**src/rtl/oam_dma.sv**
```systemverilog
// oam_dma: copies DMA_LEN bytes from a CPU-selected page into OAM over a req/ack bus initiator.
// Optional feature macro: OAM_DMA_CPU_STALL_EN drives cpu_stall from busy; otherwise cpu_stall is tied low.
module oam_dma #(
  parameter logic [15:0] DMA_REG_ADDR = 16'hFF46,
  parameter logic [15:0] OAM_BASE     = 16'hFE00,
  parameter int unsigned DMA_LEN      = 160
) (
  input  logic        clk,
  input  logic        reset_n,
  input  logic        reg_wr,
  input  logic        reg_rd,
  input  logic [15:0] reg_addr,
  input  logic [7:0]  reg_wdata,
  output logic [7:0]  reg_rdata,
  output logic        reg_rvalid,
  output logic        m_req,
  output logic        m_we,
  output logic [15:0] m_addr,
  output logic [7:0]  m_wdata,
  input  logic [7:0]  m_rdata,
  input  logic        m_ack,
  output logic        busy,
  output logic        done,
  output logic        cpu_stall
);
  localparam int unsigned IDX_W = 8;
  localparam logic [IDX_W-1:0] LAST_IDX = IDX_W'(DMA_LEN - 1);

  typedef enum logic [1:0] {IDLE = 2'd0, RD = 2'd1, WR = 2'd2} state_e;

  state_e           state_q, state_d;
  logic [7:0]       src_page_q, src_page_d;
  logic [IDX_W-1:0] idx_q, idx_d;
  logic             restart_q, restart_d;
  logic             m_req_q, m_req_d;
  logic             m_we_q, m_we_d;
  logic [15:0]      m_addr_q, m_addr_d;
  logic [7:0]       m_wdata_q, m_wdata_d;
  logic [7:0]       reg_rdata_q, reg_rdata_d;
  logic             reg_rvalid_q, reg_rvalid_d;
  logic             busy_q, busy_d;
  logic             done_q, done_d;

  logic       trigger_c, ack_c, issue_c, fin_c;
  logic [7:0] eff_page_c;

  assign trigger_c  = reg_wr && (reg_addr == DMA_REG_ADDR);
  assign ack_c      = m_req_q && m_ack;
  // Pages E0..FF mirror C0..DF (echo RAM).
  assign eff_page_c = (src_page_q >= 8'hE0) ? (src_page_q - 8'h20) : src_page_q;

  always_ff @(posedge clk or negedge reset_n) begin
    if (!reset_n) begin
      state_q      <= IDLE;
      src_page_q   <= 8'h00;
      idx_q        <= '0;
      restart_q    <= 1'b0;
      m_req_q      <= 1'b0;
      m_we_q       <= 1'b0;
      m_addr_q     <= 16'h0000;
      m_wdata_q    <= 8'h00;
      reg_rdata_q  <= 8'hFF;
      reg_rvalid_q <= 1'b0;
      busy_q       <= 1'b0;
      done_q       <= 1'b0;
    end else begin
      state_q      <= state_d;
      src_page_q   <= src_page_d;
      idx_q        <= idx_d;
      restart_q    <= restart_d;
      m_req_q      <= m_req_d;
      m_we_q       <= m_we_d;
      m_addr_q     <= m_addr_d;
      m_wdata_q    <= m_wdata_d;
      reg_rdata_q  <= reg_rdata_d;
      reg_rvalid_q <= reg_rvalid_d;
      busy_q       <= busy_d;
      done_q       <= done_d;
    end
  end

  // A retrigger never cuts a request short: it is remembered and applied at the ack.
  always_comb begin
    state_d    = state_q;
    idx_d      = idx_q;
    restart_d  = restart_q;
    src_page_d = src_page_q;
    issue_c    = 1'b0;
    fin_c      = 1'b0;
    if (trigger_c) src_page_d = reg_wdata;
    case (state_q)
      IDLE: begin
        if (trigger_c) begin
          state_d   = RD;
          idx_d     = '0;
          restart_d = 1'b0;
        end
      end
      default: begin
        if (trigger_c && !m_req_q) begin
          state_d   = RD;
          idx_d     = '0;
          restart_d = 1'b0;
        end else if (ack_c) begin
          if (restart_q || trigger_c) begin
            state_d   = RD;
            idx_d     = '0;
            restart_d = 1'b0;
          end else if (state_q == RD) begin
            state_d = WR;
            issue_c = 1'b1;
          end else if (idx_q == LAST_IDX) begin
            state_d = IDLE;
            fin_c   = 1'b1;
          end else begin
            state_d = RD;
            idx_d   = idx_q + IDX_W'(1);
            issue_c = 1'b1;
          end
        end else if (trigger_c) begin
          restart_d = 1'b1;
        end else if (!m_req_q) begin
          issue_c = 1'b1;
        end
      end
    endcase
  end

  always_comb begin
    m_req_d   = issue_c || (m_req_q && !m_ack);
    m_we_d    = m_we_q;
    m_addr_d  = m_addr_q;
    m_wdata_d = m_wdata_q;
    if (ack_c && (state_q == RD)) m_wdata_d = m_rdata;
    if (issue_c) begin
      m_we_d   = (state_d == WR);
      m_addr_d = (state_d == WR) ? (OAM_BASE + 16'(idx_d)) : {eff_page_c, idx_d};
    end
    busy_d       = (state_d != IDLE);
    done_d       = fin_c;
    reg_rvalid_d = reg_rd && (reg_addr == DMA_REG_ADDR);
    reg_rdata_d  = reg_rvalid_d ? src_page_q : reg_rdata_q;
  end

  assign m_req      = m_req_q;
  assign m_we       = m_we_q;
  assign m_addr     = m_addr_q;
  assign m_wdata    = m_wdata_q;
  assign reg_rdata  = reg_rdata_q;
  assign reg_rvalid = reg_rvalid_q;
  assign busy       = busy_q;
  assign done       = done_q;

`ifdef OAM_DMA_CPU_STALL_EN
  logic cpu_stall_q;
  always_ff @(posedge clk or negedge reset_n) begin
    if (!reset_n) cpu_stall_q <= 1'b0;
    else          cpu_stall_q <= busy_d;
  end
  assign cpu_stall = cpu_stall_q;
`else
  assign cpu_stall = 1'b0;
`endif

endmodule

```
**config.mk**
```make
export PLATFORM = sky130hd
export DESIGN_NAME = oam_dma
export DESIGN_NICKNAME = d
export VERILOG_FILES = /design/src/rtl/oam_dma.sv
export SDC_FILE = /design/constraint.sdc
export NUM_CORES = 1
export LEC_CHECK = 0
export CAP_MARGIN = 20
export CORE_MARGIN = 2
export CORE_UTILIZATION = 45
export DETAILED_ROUTE_END_ITERATION = 8
export PLACE_DENSITY = 0.88
export SETUP_SLACK_MARGIN = 0.1
export SLEW_MARGIN = 40
export SYNTH_ARGS = -nofsm -noshare
export SYNTH_HDL_FRONTEND = slang
export SYNTH_SLANG_ARGS = --single-unit
```
**constraint.sdc**
```tcl
create_clock -name clk -period 5.45 [get_ports clk]
set_input_delay 0.545 -clock clk [delete_from_list [all_inputs] [get_ports clk]]
set_output_delay 0.545 -clock clk [all_outputs]
set_load 0.02 [all_outputs]
```
### Yosys cells after proc, flatten, opt, wreduce, memory -nomap -nowiden

Index checks and enable logic that the tools add are counted.

| operators by class | value |
|---|---|
| muxes and demuxes | 36 |
| equal/unequal tests | 6 |
| magnitude comparators | 1 |
| add/subtract/negate cells | 3 |
| reductions and logical operators | 14 |

Operators by type and width:

| operator | number |
|---|---|
| 8-bit two-way mux | 8 |
| 1-bit two-way mux | 21 |
| 16-bit == test, second input constant | 1 |
| 16-bit two-way mux | 1 |
| 2-bit two-way mux | 6 |
| 10-bit by 9-bit adder with 11-bit output, first input constant | 1 |
| 8-bit by 1-bit adder with 8-bit output, second input constant | 1 |
| 8-bit == test, second input constant | 1 |
| 8-bit >= comparator, second input constant | 1 |
| 8-bit by 6-bit subtractor with 8-bit output, second input constant | 1 |
| 1-bit logical AND | 6 |
| 4-bit by 1-bit inequality test with 1-bit output, second input constant | 1 |
| 3-bit AND reduction | 1 |
| 3-bit nonzero test | 1 |
| 2-bit by 1-bit == test with 1-bit output, second input constant | 1 |
| 2-bit == test, second input constant | 1 |
| 1-bit zero test | 2 |
| 2-bit zero test | 1 |
| 1-bit logical OR | 2 |
| 2-bit inequality test, second input constant | 1 |
| 2-bit nonzero test | 1 |

| storage, ports and cells | value |
|---|---|
| bits of input ports | 37 |
| word-level logic and storage cells | 72 |
| bits in registers | 56 |
| output and inout port bits | 38 |

### Longest topological paths before layout

Gate-level depths: netlist of the first run.

| depth | value |
|---|---|
| depth after elaboration | 9 |
| mapped depth | 7 |

### Worst setup path before layout of the first run

OpenSTA, ideal clock, no wires.

| path | value |
|---|---|
| path kind | input port to flip-flop |
| start point | input reg_addr[5] |
| end point | register busy_q, in the netlist busy |
| cell stages on the path | 5 |
| slack | 3.468 ns |
| arrival | 1.851 ns |
| library setup time | 0.132 ns |
| path buffers | 0 |
| cells stage by stage | nand4bb_1 nor4_4 and2_4 nor3_1 or3b_1 |

| between the ends | value |
|---|---|
| longest elaborated chain between the ends | 8 |
| elaborated cells between the ends (all ways) | 10 |
| classes of those cells | eq/ne (1); mux (5); reduce/logical (4) |

Ends and longest elaborated chain:

| item | RTL line | text |
|---|---|---|
| start: declaration | 12 | `input logic [15:0] reg_addr,` |
| 16-bit == test * | 47 | `assign trigger_c = reg_wr && (reg_addr == DMA_REG_ADDR);` |
| 1-bit logical AND * | 47 |  |
| 1-bit logical OR | 105 | `if (restart_q \|\| trigger_c) begin` |
| 2-bit two-way mux | 105 |  |
| 2-bit two-way mux | 104 | `end else if (ack_c) begin` |
| 2-bit two-way mux | 100 | `if (trigger_c && !m_req_q) begin` |
| 2-bit two-way mux * | 91 | `case (state_q)` |
| 2-bit nonzero test * | 139 | `busy_d = (state_d != IDLE);` |
| net busy_d | 41 | `logic busy_q, busy_d;` |
| end signal: assignment | 77 | `busy_q <= busy_d;` |
| end: declaration | 41 |  |

Mark *: on every way through the listed nets, which the timed path passes. The rest lies on a longest branch.
A chain may end at the register's enable or synchronous reset.

### Worst setup path in the final report of the first run

Ends and elaborated chain as after synthesis.

==> results of run 1 <==
[cells in the final DEF (no fill, tap or decap), types with 6 or more instances in the layout]
master	n
mux2_2	19
nor4_1	6
dfstp_2	8
nand3_1	10
nor2_1	9
clkdlybuf4s50_1	72
nand4_1	7
inv_1	13
dfrtp_1	48
a21oi_1	12
nand2_1	33
o21ai_0	16
[flip-flops by register name, summed over array words and instances (netlist names), 2 cells and up]
signal / flops
idx_q: 8
m_addr: 16
state_q: 2
reg_rdata: 8
src_page_q: 8
m_wdata: 8
[metrics by stage]
stage | setup WS (ps) | instance area (sq um) | hold WS (ps) | util (%) | cells
after detailed placement | 2650 | 3450 | 479 | 58.9 | 394
after global routing | 2870 | 3530 | 428 | 60.4 | 402
final | 3010 | 3530 | 356 | 60.4 | 402
after global placement | 2750 | 3450 | 478 | 58.9 | 394
after floorplan | 3470 | 2690 | 249 | - | 257
after CTS | 3010 | 3530 | 395 | 60.4 | 402
[worst min path at each step]
stage               depth (start not counted)  slack, ps                        to                      from
detailed placement                          2        480  reg_rdata[6]$_DFFE_PN1P_  reg_rdata[6]$_DFFE_PN1P_
CTS                                         2        400    m_addr[13]$_DFFE_PN0P_                   reset_n
global placement                            2        480  reg_rdata[6]$_DFFE_PN1P_  reg_rdata[6]$_DFFE_PN1P_
finish                                      2        360            busy$_DFF_PN0_                   reset_n
global route                                2        430     m_addr[5]$_DFFE_PN0P_                   reset_n
floorplan                                   0        250            busy$_DFF_PN0_                   reset_n
[metal layers]
layer,vias to the layer above,routed length (um)
met3,4,333
li1,1055,-
met4,0,38
met5,-,0
met1,1094,2660
met2,74,3240
[critical path: stages]
cell and delay [ps]:
clkdlybuf4s50_1 400, nand4bb_1 240, nor4_4 520, and2_4 450, nor3_1 110, or3b_1 360
[cell families (layout without fill, tap and decap cells)]
family | after synthesis | count (layout) | synth area share [%]
other | 1 | 1 | 0.139
and+or+nand+nor | 96 | 96 | 19.5
buffers and inverters | 25 | 95 | 4.55
DFF | 56 | 56 | 52.4
xor gates and xnor gates | 1 | 1 | 0.325
muxes | 24 | 24 | 9.80
adders and majority gates | 2 | 2 | 0.929
AOI/OAI and AO/OA | 52 | 52 | 12.4
[area by class of cell]
type,count,area (sq um),share of cell area (%)
tap,75,93.8,2.66
clock inverter,2,13.8,0.390
multi-input combinational,176,1160,32.8
timing repair buffer,74,733,20.8
sequential,56,1410,39.9
inverter,13,48.8,1.38
clock buffer,6,72.6,2.05
[power by group]
part	switching (mW)	internal, mW
Clock	0.137	0.0922
Combinational	0.0165	0.0262
Sequential	0.00101	0.417
Total	0.154	0.535
==> impl_metrics.env, run 1 <==
export IMPL_r2r_end="m_addr[15]$_DFFE_PN0P_"
export IMPL_slew_headroom_pct=42.2
export IMPL_die_w_um=81.4
export IMPL_avgSynthCellArea_sq_um=10.5
export IMPL_netlist_area_leader_share_pct=44.6
export IMPL_yosys_top_cells_count="48 x dfrtp_1, 33 x nand2_1, 19 x mux2_2"
export IMPL_p_leak_nw=1.54
export IMPL_skew_ps=6.46
export IMPL_grt_max_degree=57
export IMPL_cp_end_kind="flop"
export IMPL_synth_main_ff_cell="dfrtp_1"
export IMPL_worstPathArrival_ps=2620
export IMPL_rsz0062_at_grt="false"
export IMPL_overflow=0
export IMPL_cts_buffers=5
export IMPL_synth_edf_count=0
export IMPL_die_y_um=81.4
export IMPL_grtUsageTotal_pct=20.1
export IMPL_n_antenna_cell=0
export IMPL_cts_resized=0
export IMPL_yosysSeqAreaShare_pct=52.4
export IMPL_cp_max_fo=31
export IMPL_wire_per_inst_um=15.6
export IMPL_gp_congestion=0.910
export IMPL_ant_nets=0
export IMPL_ys_types=55
export IMPL_syn_cell_area_sq_um=2690
export IMPL_cp_required_ps=5630
export IMPL_ctsHoldBuffers=0
export IMPL_finalSetupViolCount=0
export IMPL_hold_viol=0
export IMPL_tightest_slew_ps=867
export IMPL_drc=0
export IMPL_yosys_warnings=0
export IMPL_ys_ff_latch=56
export IMPL_cp_endpoint="busy$_DFF_PN0_"
export IMPL_initial_core_util_pct=46.0
export IMPL_dieArea_sq_um=6620
export IMPL_drv_slew=0
export IMPL_post_cts_buffers=0
export IMPL_core_sq_um=5850
export IMPL_tns_ps=0
export IMPL_yosysMostFrequentCell="dfrtp_1"
export IMPL_grt_pass1_wl_mm=10.3
export IMPL_path_clk_slew_ps=100
export IMPL_cts_root_buf="clkbuf_8"
export IMPL_rows=28
export IMPL_clock_sinks=56
export IMPL_antenna_found_initial=0
export IMPL_min_path_type="primary input to async pin"
export IMPL_port_buffers=73
export IMPL_outcome="finished clean"
export IMPL_drive_gt1_share_pct=13.5
export IMPL_fmax_mhz=410
export IMPL_grt_pass1_vias=2144
export IMPL_cts_tree="yes"
export IMPL_startpoint="reg_addr[5]"
export IMPL_yosys_top_cells_area="dfrtp_1 45%, mux2_2 7.9%, dfstp_2 7.8%, nand2_1 4.6%, o21ai_0 3.0%"
export IMPL_drtPass1Iterations=4
export IMPL_worstSetupStartpointType="primary input"
export IMPL_r2r_cells=5
export IMPL_use_met1_pct=27.3
export IMPL_synth_top_area_cell="dfrtp_1"
export IMPL_ioPinCount=75
export IMPL_drtIter0Drc=210
export IMPL_fill_cells=497
export IMPL_htree_levels=2
export IMPL_routed_via_density=5.54
export IMPL_use_met3_pct=3.22
export IMPL_clock_path_buffers=2
export IMPL_synth_nets=296
export IMPL_crit_type="primary input to flop"
export IMPL_grt_met2_usage_pct=33.9
export IMPL_wirelength_mm=6.28
export IMPL_period_share_pct=44.7
export IMPL_power_mw=0.689
export IMPL_insertion_delay_ps=300
export IMPL_reg2reg_from="state_q[1]$_DFF_PN0_"
export IMPL_power_density_nw_per_um2=195
export IMPL_async_flop_share_pct=100
export IMPL_top_usage_layer="met2"
export IMPL_min_period_ps=2440
export IMPL_synthCells=257
export IMPL_fin_nets=365
export IMPL_syn2layout_area_growth_pct=31.2
export IMPL_dpl_hpwl_mm=4.57
export IMPL_max_cap_violations=0
export IMPL_reg2reg_setup_slack_ps=3180
export IMPL_vias=2227
export IMPL_vdd_ir_drop_max_mv=0.136
Power figures use the tool's default switching activity.
==> run 2: changes to the inputs <==
==> constraint.sdc (replaced) <==
create_clock -name clk -period 2.5 [get_ports clk]
set_input_delay 0.25 -clock clk [delete_from_list [all_inputs] [get_ports clk]]
set_output_delay 0.25 -clock clk [all_outputs]
set_load 0.02 [all_outputs]
==> impl_metrics.env, run 2 (synthesized netlist as in run 1, its figures left out) <==
export IMPL_wirelength_mm=6.37
export IMPL_core_sq_um=5850
export IMPL_clock_sinks=56
export IMPL_drc=0
export IMPL_cts_resized=0
export IMPL_max_cap_violations=0
export IMPL_setup_ws_ps=310
export IMPL_dieArea_sq_um=6620
export IMPL_tightest_slew_ps=687
export IMPL_grt_pass1_wl_mm=10.6
export IMPL_antenna_found_initial=0
export IMPL_die_y_um=81.4
export IMPL_ant_nets=0
export IMPL_vdd_ir_drop_max_mv=0.257
export IMPL_tns_ps=0
export IMPL_drtIter0Drc=251
export IMPL_dpl_hpwl_mm=4.68
export IMPL_slew_headroom_pct=54.2
export IMPL_outcome="finished clean"
export IMPL_final_common_cell="clkdlybuf4s50_1"
export IMPL_rows=28
export IMPL_worstSetupStartpointType="flop"
export IMPL_ctsHoldBuffers=0
export IMPL_period_share_pct=87.6
export IMPL_power_density_nw_per_um2=445
export IMPL_routed_via_density=5.53
export IMPL_cts_root_buf="clkbuf_8"
export IMPL_placedInstanceArea_sq_um=3480
export IMPL_htree_levels=2
export IMPL_cp_required_ps=2700
export IMPL_rsz0062_at_grt="false"
export IMPL_post_place_ws_ps=226
export IMPL_wire_per_inst_um=15.7
export IMPL_final_area_sq_um=3590
export IMPL_fin_nets=369
export IMPL_largest_register_ffs=16
export IMPL_instances_no_fill=406
export IMPL_grt_max_degree=57
export IMPL_path_clk_slew_ps=100
export IMPL_p_leak_nw=1.57
export IMPL_min_path_type="primary input to async pin"
export IMPL_cts_tree="yes"
export IMPL_grt_pass1_vias=2214
export IMPL_cts_buffers=5
export IMPL_insertion_delay_ps=310
export IMPL_skew_ps=5.27
export IMPL_finalSetupViolCount=0
export IMPL_n_antenna_cell=0
export IMPL_hold_viol=0
export IMPL_post_cts_buffers=0
export IMPL_vias=2244
export IMPL_cp_max_fo=10
export IMPL_worstPathArrival_ps=2390
export IMPL_dp_cells=398
export IMPL_port_buffers=73
export IMPL_fin_util_pct=61.3
export IMPL_initial_core_util_pct=46.0
export IMPL_clock_path_buffers=2
export IMPL_drive_gt1_share_pct=14.5
export IMPL_gp_congestion=0.870
export IMPL_layout_common_cells="72 x clkdlybuf4s50_1, 48 x dfrtp_1, 33 x nand2_1"
export IMPL_ioPinCount=75
export IMPL_syn2layout_area_growth_pct=33.2
export IMPL_drv_slew=0
export IMPL_fmax_mhz=457
export IMPL_grtUsageTotal_pct=20.8
export IMPL_die_w_um=81.4
export IMPL_drtPass1Iterations=4
export IMPL_holdWs_ps=54.7
export IMPL_crit_type="flop to flop"
export IMPL_power_mw=1.60
export IMPL_min_period_ps=2190
export IMPL_cp_end_kind="flop"
export IMPL_overflow=0
[run 2: cell count changes in the layout (fill, tap and decap cells not counted)]
cell	previous run	this run
buf_4	1	5
clkinv_2	1	0
bufinv_16	0	1
[run 2: layout make-up]
class / instances / area, sq um
Inverter: 13 / 48.8
Fill cell: 481 / 2260
Timing Repair Buffer: 78 / 763
Multi-Input combinational cell: 176 / 1160
Clock buffer: 6 / 72.6
Sequential cell: 56 / 1410
Clock inverter: 2 / 38.8
Tap cell: 75 / 93.8
[run 2: final timing paths]
check	startpoint	end	slack (ps)	depth (start not counted)
hold / removal	reset_n	state_q[0]$_DFF_PN0_	50	2
setup / recovery	idx_q[0]$_DFF_PN0_	m_addr[6]$_DFFE_PN0P_	310	6
max in group asynchronous	reset_n	src_page_q[0]$_DFFE_PN0P_	1980	2
setup reg to reg	idx_q[0]$_DFF_PN0_	m_addr[6]$_DFFE_PN0P_	310	6
min in group clk	reg_wdata[2]	src_page_q[2]$_DFFE_PN0P_	480	3
hold reg to reg	reg_rdata[5]$_DFFE_PN1P_	reg_rdata[5]$_DFFE_PN1P_	490	2
[run 2: worst max-delay path, stage by stage, from the launching register on]
cell	delay, ps
dfrtp_1	420
ha_1	250
and2_1	210
nand4_1	210
o21ai_2	510
nor2_4	170
mux2_2	310
[run 2: power by group]
part / leakage (nW) / internal [mW] / switching, mW
combinational: 0.836 / 0.0569 / 0.0353
sequential: 0.681 / 0.908 / 0.00211
clock: 0.0558 / 0.303 / 0.291
[run 2: per-layer routing]
| layer | routed length [um] | GRT usage, % | vias to the layer above | share of wire (%) |
|---|---|---|---|---|
| li1 | - | - | 1058 | - |
| met1 | 2700 | 26.9 | 1101 | 42 |
| met2 | 3230 | 34.8 | 73 | 51 |
| met3 | 339 | 3.78 | 12 | 5.3 |
| met4 | 95 | 7.63 | 0 | 1.5 |
| met5 | 0 | 0 | - | 0 |
